## src/rtl/uart_rx_core.sv

```systemverilog
// uart_rx_core: UART receiver with mid-bit sampling, optional parity and
// one or two stop bits. Received words are presented through a valid/ready
// hold register. A frame that completes while the previous word is still
// held (and not being accepted) is dropped, and overrun pulses.
//
// Ports:
//   clk, rst           clock, asynchronous active-high reset
//   u_rx               serial line (idle high, asynchronous to clk)
//   en_rx              allows new start bits to be detected
//   data               received word, first line bit in the LSB
//   rx_valid/rx_ready  hold-register handshake
//   parity_err         parity mismatch on the held word
//   frame_err          a stop bit of the held word was sampled low
//   overrun            one-cycle pulse when a completed frame was dropped
//   busy               receiver is not idle
//
// state    | meaning
// ---------+---------------------------------------------------------
// ST_IDLE  | line idle, waiting for a falling edge while en_rx = 1
// ST_START | confirming the start bit at its middle
// ST_DATA  | sampling data bits at mid-bit, LSB first
// ST_PARITY| sampling the parity bit
// ST_STOP  | sampling stop bit(s); the last sample completes the frame
module uart_rx_core #(
    parameter int CLK_FREQ    = 50000000,
    parameter int BAUD_RATE   = 19200,
    parameter int DATA_BITS   = 8,
    parameter int PARITY_MODE = 1,
    parameter int STOP_BITS   = 1
) (
    input  logic                 clk,
    input  logic                 rst,
    input  logic                 u_rx,
    input  logic                 en_rx,
    output logic [DATA_BITS-1:0] data,
    output logic                 rx_valid,
    input  logic                 rx_ready,
    output logic                 parity_err,
    output logic                 frame_err,
    output logic                 overrun,
    output logic                 busy
);

    localparam int CLKS_PER_BIT = CLK_FREQ / BAUD_RATE;
    localparam int CNT_W        = (CLKS_PER_BIT > 1) ? $clog2(CLKS_PER_BIT) : 1;
    localparam logic [CNT_W-1:0] CNT_LAST = CNT_W'(CLKS_PER_BIT - 1);
    localparam logic [CNT_W-1:0] CNT_HALF = CNT_W'(CLKS_PER_BIT / 2 - 1);
    localparam logic [3:0]       DATA_LAST = 4'(DATA_BITS - 1);
    localparam logic [3:0]       STOP_LAST = 4'(STOP_BITS - 1);

    typedef enum logic [2:0] {
        ST_IDLE,
        ST_START,
        ST_DATA,
        ST_PARITY,
        ST_STOP
    } state_t;

    logic [1:0]           sync_q;
    state_t               state_q, state_d;
    logic [CNT_W-1:0]     baud_q, baud_d;
    logic [3:0]           bit_q, bit_d;
    logic [DATA_BITS-1:0] shreg_q, shreg_d;
    logic                 perr_acc_q, perr_acc_d;
    logic                 ferr_acc_q, ferr_acc_d;
    logic [DATA_BITS-1:0] data_q, data_d;
    logic                 rx_valid_q, rx_valid_d;
    logic                 parity_err_q, parity_err_d;
    logic                 frame_err_q, frame_err_d;
    logic                 overrun_q, overrun_d;
    logic                 busy_q, busy_d;

    logic rx_s;
    logic baud_end;
    logic done;
    logic stop_bad;

    assign rx_s     = sync_q[1];
    assign baud_end = (baud_q == CNT_LAST);

    always_comb begin
        state_d      = state_q;
        baud_d       = baud_q;
        bit_d        = bit_q;
        shreg_d      = shreg_q;
        perr_acc_d   = perr_acc_q;
        ferr_acc_d   = ferr_acc_q;
        data_d       = data_q;
        rx_valid_d   = rx_valid_q;
        parity_err_d = parity_err_q;
        frame_err_d  = frame_err_q;
        overrun_d    = 1'b0;
        done         = 1'b0;
        stop_bad     = ferr_acc_q;

        if (rx_valid_q && rx_ready) begin
            rx_valid_d = 1'b0;
        end

        case (state_q)
            ST_IDLE: begin
                baud_d = '0;
                bit_d  = '0;
                if (!rx_s && en_rx) begin
                    state_d    = ST_START;
                    perr_acc_d = 1'b0;
                    ferr_acc_d = 1'b0;
                end
            end
            ST_START: begin
                if (baud_q == CNT_HALF) begin
                    // Counter restarts here, so later samples land mid-bit.
                    baud_d  = '0;
                    state_d = rx_s ? ST_IDLE : ST_DATA;
                end else begin
                    baud_d = baud_q + CNT_W'(1);
                end
            end
            ST_DATA: begin
                if (baud_end) begin
                    baud_d  = '0;
                    // Shift in from the top: the first bit ends up in the LSB.
                    shreg_d = {rx_s, shreg_q[DATA_BITS-1:1]};
                    if (bit_q == DATA_LAST) begin
                        bit_d   = '0;
                        state_d = (PARITY_MODE != 0) ? ST_PARITY : ST_STOP;
                    end else begin
                        bit_d = bit_q + 4'd1;
                    end
                end else begin
                    baud_d = baud_q + CNT_W'(1);
                end
            end
            ST_PARITY: begin
                if (baud_end) begin
                    baud_d     = '0;
                    state_d    = ST_STOP;
                    perr_acc_d = (PARITY_MODE == 2) ? (rx_s == ^shreg_q)
                                                    : (rx_s != ^shreg_q);
                end else begin
                    baud_d = baud_q + CNT_W'(1);
                end
            end
            ST_STOP: begin
                if (baud_end) begin
                    baud_d = '0;
                    if (!rx_s) begin
                        ferr_acc_d = 1'b1;
                    end
                    if (bit_q == STOP_LAST) begin
                        // Return mid-stop-bit so the next start edge is caught.
                        bit_d    = '0;
                        state_d  = ST_IDLE;
                        done     = 1'b1;
                        stop_bad = ferr_acc_q | ~rx_s;
                    end else begin
                        bit_d = bit_q + 4'd1;
                    end
                end else begin
                    baud_d = baud_q + CNT_W'(1);
                end
            end
            default: begin
                state_d = ST_IDLE;
                baud_d  = '0;
                bit_d   = '0;
            end
        endcase

        if (done) begin
            if (!rx_valid_q || rx_ready) begin
                data_d       = shreg_q;
                parity_err_d = perr_acc_q;
                frame_err_d  = stop_bad;
                rx_valid_d   = 1'b1;
            end else begin
                overrun_d = 1'b1;
            end
        end

        busy_d = (state_d != ST_IDLE);
    end

    always_ff @(posedge clk or posedge rst) begin
        if (rst) begin
            sync_q       <= 2'b11;
            state_q      <= ST_IDLE;
            baud_q       <= '0;
            bit_q        <= '0;
            shreg_q      <= '0;
            perr_acc_q   <= 1'b0;
            ferr_acc_q   <= 1'b0;
            data_q       <= '0;
            rx_valid_q   <= 1'b0;
            parity_err_q <= 1'b0;
            frame_err_q  <= 1'b0;
            overrun_q    <= 1'b0;
            busy_q       <= 1'b0;
        end else begin
            sync_q       <= {sync_q[0], u_rx};
            state_q      <= state_d;
            baud_q       <= baud_d;
            bit_q        <= bit_d;
            shreg_q      <= shreg_d;
            perr_acc_q   <= perr_acc_d;
            ferr_acc_q   <= ferr_acc_d;
            data_q       <= data_d;
            rx_valid_q   <= rx_valid_d;
            parity_err_q <= parity_err_d;
            frame_err_q  <= frame_err_d;
            overrun_q    <= overrun_d;
            busy_q       <= busy_d;
        end
    end

    assign data       = data_q;
    assign rx_valid   = rx_valid_q;
    assign parity_err = parity_err_q;
    assign frame_err  = frame_err_q;
    assign overrun    = overrun_q;
    assign busy       = busy_q;

endmodule

```

## config.mk

```make
export PLATFORM = sky130hd
export DESIGN_NAME = uart_rx_core
export DESIGN_NICKNAME = d
export VERILOG_FILES = /design/src/rtl/uart_rx_core.sv
export SDC_FILE = /design/constraint.sdc
export NUM_CORES = 1
export LEC_CHECK = 0
export ABC_AREA = 1
export BUFFER_PORTS_ARGS = -buffer_cell sky130_fd_sc_hd__buf_2
export CAP_MARGIN = 20
export CORE_MARGIN = 3
export CORE_UTILIZATION = 59
export CTS_BUF_LIST = sky130_fd_sc_hd__clkbuf_16
export DETAILED_ROUTE_END_ITERATION = 6
export PLACE_DENSITY = 0.85
export SLEW_MARGIN = 25
export SYNTH_ARGS = -nofsm -noshare
export SYNTH_HDL_FRONTEND = slang
export SYNTH_SLANG_ARGS = --single-unit
```

## constraint.sdc

```tcl
create_clock -name clk -period 2.3 [get_ports clk]
set_clock_uncertainty 0.15 [all_clocks]
set_input_delay 0 -clock clk [delete_from_list [all_inputs] [get_ports clk]]
set_output_delay 0 -clock clk [all_outputs]
set_load 0.05 [all_outputs]
```

==> summary.md <==
| Metric | Value |
|---|---|
| Share of cells above drive strength 1 | 19.1% |
| Critical path's slowest cell | sky130_fd_sc_hd__dfrtp_1 |
| Vias in the first global route | 1916 |
| Max-cap violations | 0 |
| Initial antenna violation count | 0 |
| Cell chosen for the clock root | sky130_fd_sc_hd__clkbuf_16 |
| Unrepaired setup endpoints after global routing | no |
| Worst Reg-to-Reg Cells | 8 |
| Starting Density | 62.7% |
| Floorplan die area | 4800 um^2 |
| Cell types occupying the most area after synthesis | sky130_fd_sc_hd__dfrtp_1 44%, sky130_fd_sc_hd__nand2_1 13%, sky130_fd_sc_hd__nor2_1 6.0% |
| Endpoints failing setup | 0 |
| Clock H-tree levels | 2 |
| Number of iterations in the first detailed-routing pass | 4 |
| Most frequent cell after synthesis | sky130_fd_sc_hd__nand2_1 |
| Slew at the pin closest to its max-slew limit | 0.509 ns |
| Routed len/inst | 13.0 um |
| Filler instances | 274 |
| Post-Syn Instances | 304 |
| Post-synth top flop | sky130_fd_sc_hd__dfrtp_1 |
| Gp weighted congestion | 0.856 |
| Worst path bufs/invs | 1 |
| Maximum clock frequency | 504 MHz |
| Post-synth EDFFs | 0 |
| Total number of clock tree sinks | 44 |
| Post_cts resized | 0 |
| Synth-to-Final Area Change | 14.2% |
| Wire length of the first global-routing pass | 8340 um |
| Net count after synthesis | 313 |
| Area inside the core boundary | 3770 um^2 |
| DR vias | 1991 |
| Category of the critical setup timing path | flop to flop |
| Die span in y | 69.3 um |
| Number of top-level pins | 18 |
| Largest delay contributor family on the critical path | simple AND/OR/NAND/NOR gates |
| Largest net degree at the start of global routing | 31 |
| Total detailed-routing wirelength | 4900 um |
| Minimum clock period | 1.98 ns |
| Count of distinct cell types in the synthesized netlist | 28 |
| Worst setup EP type | flop |
| Portion of synthesized cell area occupied by the leading cell type | 44.4% |
| Static leakage | 0.00138 uW |
| Clk_lat worst skew | 0.28 ns |
| Most used cell along the critical path | sky130_fd_sc_hd__nand2_1 |
| Diode insertion count for antenna repair | 0 |
| Setup TNS | 0 ns |
| Worst ir drop on vdd | 0.491 mV |
| Final Max Slew Viols | 0 |
| Count of cell instances traversed by the critical path | 8 |
| Number of synthesis warnings | 0 |
| Biggest fanout along the worst timing path | 12 |
| Total CTS buffers | 5 |
| Share of flip-flops with an asynchronous set or reset after synthesis | 100% |
| Arrival time worst endpoint | 1.99 ns |
| Sequential area share after synthesis | 46.7% |
| Num rows | 22 |
| R2R Setup Slk | 0.32 ns |
| Worst hold path class | input port to asynchronous set/reset pin |
| Synth top cells by count | 81 x sky130_fd_sc_hd__nand2_1, 42 x sky130_fd_sc_hd__dfrtp_1, 38 x sky130_fd_sc_hd__nor2_1 |
| Grt ovf | 0 |
| Netlist area before placement | 2360 um^2 |
| Initial DRC count | 190 |
| Drt via density | 5.27 |
| Reg clk slew, reported paths | 0.06 ns |
| Worst path max stage delay | 0.40 ns |
| Worst endpoint required time | 2.31 ns |
| Clock Tree Buf Depth | 2 |
| Remaining routing DRC violations | 0 |
| Cell accounting for the most synthesized area | sky130_fd_sc_hd__dfrtp_1 |
| NumNets Final | 338 |
| Category of the worst setup path launch point | flop |
| Clock tree from TritonCTS | yes |
| Synthesized area per cell | 7.78 um^2 |
| Flip-flop and latch count after synthesis | 44 |
| Cell chain of the critical path | ha_1 > nand4_2 > inv_2 > nand2_1 > nand2_1 > nand2_2 > nor2_4 > nor2_1 |
| Post-route clock period utilization | 86.3% |
| Result of the run | finished clean |
| Global routing usage summed across all routing layers | 21.2% |
| Post-layout utilization of the core | 71.6% |
| Hold violation total from the final report | 0 |
| Post-DP HPWL | 3420 um |
| Routed Antenna Nets | 0 |
| Pwr/cell area | 601 nW/um^2 |
| Count of input and output buffers | 17 |
| Die X-Extent | 69.3 um |
| Slew headroom | 66.0% |
layout make-up:
cell class	count	area, um^2	share of cell area [%]
Multi-Input combinational cell	211	1060	39.4
Tap cell	48	60.1	2.22
Timing Repair Buffer	22	133	4.91
Clock buffer	5	125	4.63
Clock inverter	3	46.3	1.71
Sequential cell	44	1100	40.9
Inverter	45	170	6.30
per-stage QoR:
stage | total power, uW | hold WS (ns) | cells | cell area (um^2) | setup WS [ns]
floorplan | 805 | -0.146 | 304 | 2360 | 0.565
global placement | 815 | -0.0446 | 366 | 2490 | 0.437
detailed placement | 815 | -0.104 | 366 | 2490 | 0.354
CTS | 1630 | 0.139 | 378 | 2700 | 0.319
global route | 1660 | 0.163 | 378 | 2700 | 0.134
finish | 1620 | 0.122 | 378 | 2700 | 0.316
final timing paths:
| check | from | to |
|---|---|---|
| min in group clk | u_rx | sync_q[0]$_DFF_PP1_ |
| setup / recovery | baud_q[0]$_DFF_PP0_ | baud_q[10]$_DFF_PP0_ |
| setup reg to reg | baud_q[0]$_DFF_PP0_ | baud_q[10]$_DFF_PP0_ |
| hold reg to reg | sync_q[0]$_DFF_PP1_ | sync_q[1]$_DFF_PP1_ |
| hold / removal | rst | shreg_q[1]$_DFFE_PP0P_ |
| max in group asynchronous | rst | shreg_q[3]$_DFFE_PP0P_ |
cells in the final DEF (no fill, tap or decap):
cell type and count:
sky130_fd_sc_hd__clkinvlp_4 1, sky130_fd_sc_hd__nand3_4 1, sky130_fd_sc_hd__o21bai_1 1, sky130_fd_sc_hd__o21ai_2 9, sky130_fd_sc_hd__nand4_1 3, sky130_fd_sc_hd__nand3_2 1, sky130_fd_sc_hd__xnor2_1 1, sky130_fd_sc_hd__dfrtp_1 42
sky130_fd_sc_hd__nor3_2 1, sky130_fd_sc_hd__nand4_2 1, sky130_fd_sc_hd__nand2_1 81, sky130_fd_sc_hd__xor2_1 6, sky130_fd_sc_hd__o21ai_0 6, sky130_fd_sc_hd__inv_1 33, sky130_fd_sc_hd__clkbuf_16 5, sky130_fd_sc_hd__buf_2 17
sky130_fd_sc_hd__nor2_4 3, sky130_fd_sc_hd__ha_1 4, sky130_fd_sc_hd__bufinv_16 1, sky130_fd_sc_hd__nor2_2 3, sky130_fd_sc_hd__nor3_1 7, sky130_fd_sc_hd__a21oi_1 11, sky130_fd_sc_hd__nand3_1 22, sky130_fd_sc_hd__buf_4 1
sky130_fd_sc_hd__clkinv_2 1, sky130_fd_sc_hd__inv_6 1, sky130_fd_sc_hd__nand3b_1 1, sky130_fd_sc_hd__nor2_1 38, sky130_fd_sc_hd__dlygate4sd3_1 4, sky130_fd_sc_hd__nand2_2 4, sky130_fd_sc_hd__o21ai_1 7, sky130_fd_sc_hd__inv_2 11
sky130_fd_sc_hd__dfstp_2 2
report_power, final:
group / internal [uW] / switching [uW] / total, uW
sequential: 777 / 1.26 / 778
combinational: 8.80 / 18.1 / 26.9
clock: 516 / 302 / 817
total: 1300 / 321 / 1620
flip-flops by register name (all words and copies together) (netlist names), 2 cells and up:
name	flops
baud_q	12
bit_q	4
data	8
shreg_q	8
state_q	3
sync_q	2
worst register-to-register path, cell delays in order (launching register included):
cell and delay (ns):
sky130_fd_sc_hd__dfrtp_1 0.40, sky130_fd_sc_hd__ha_1 0.33, sky130_fd_sc_hd__nand4_2 0.18, sky130_fd_sc_hd__inv_2 0.10
sky130_fd_sc_hd__nand2_1 0.09, sky130_fd_sc_hd__nand2_1 0.13, sky130_fd_sc_hd__nand2_2 0.08, sky130_fd_sc_hd__nor2_4 0.27
sky130_fd_sc_hd__nor2_1 0.11
timing repair:
action | CTS | global route
hold endpoints to repair | 34 | 0
hold buffers | 4 | 0
buffers inserted | 0 | 0
setup endpoints to repair | 0 | 0
cell families (layout without fill, tap and decap cells):
kind of cell | after synthesis | in the layout | share of synthesized area [%]
buffers and inverters | 49 | 75 | 8.36
and+or+nand+nor | 166 | 166 | 31.5
adders and majority gates | 4 | 4 | 2.12
xor gates and xnor gates | 7 | 7 | 2.59
DFF | 44 | 44 | 46.7
AOI/OAI and AO/OA | 34 | 34 | 8.73
per-layer routing:
layer	routed length (um)	up-vias	global-route usage, %	share of wire [%]
li1	-	1001	-	-
met1	2250	933	27.7	46
met4	110	0	7.81	2.2
met3	191	12	4.35	3.9
met5	0	-	0	0
met2	2350	45	34.6	48
Power figures use the tool's default switching activity.
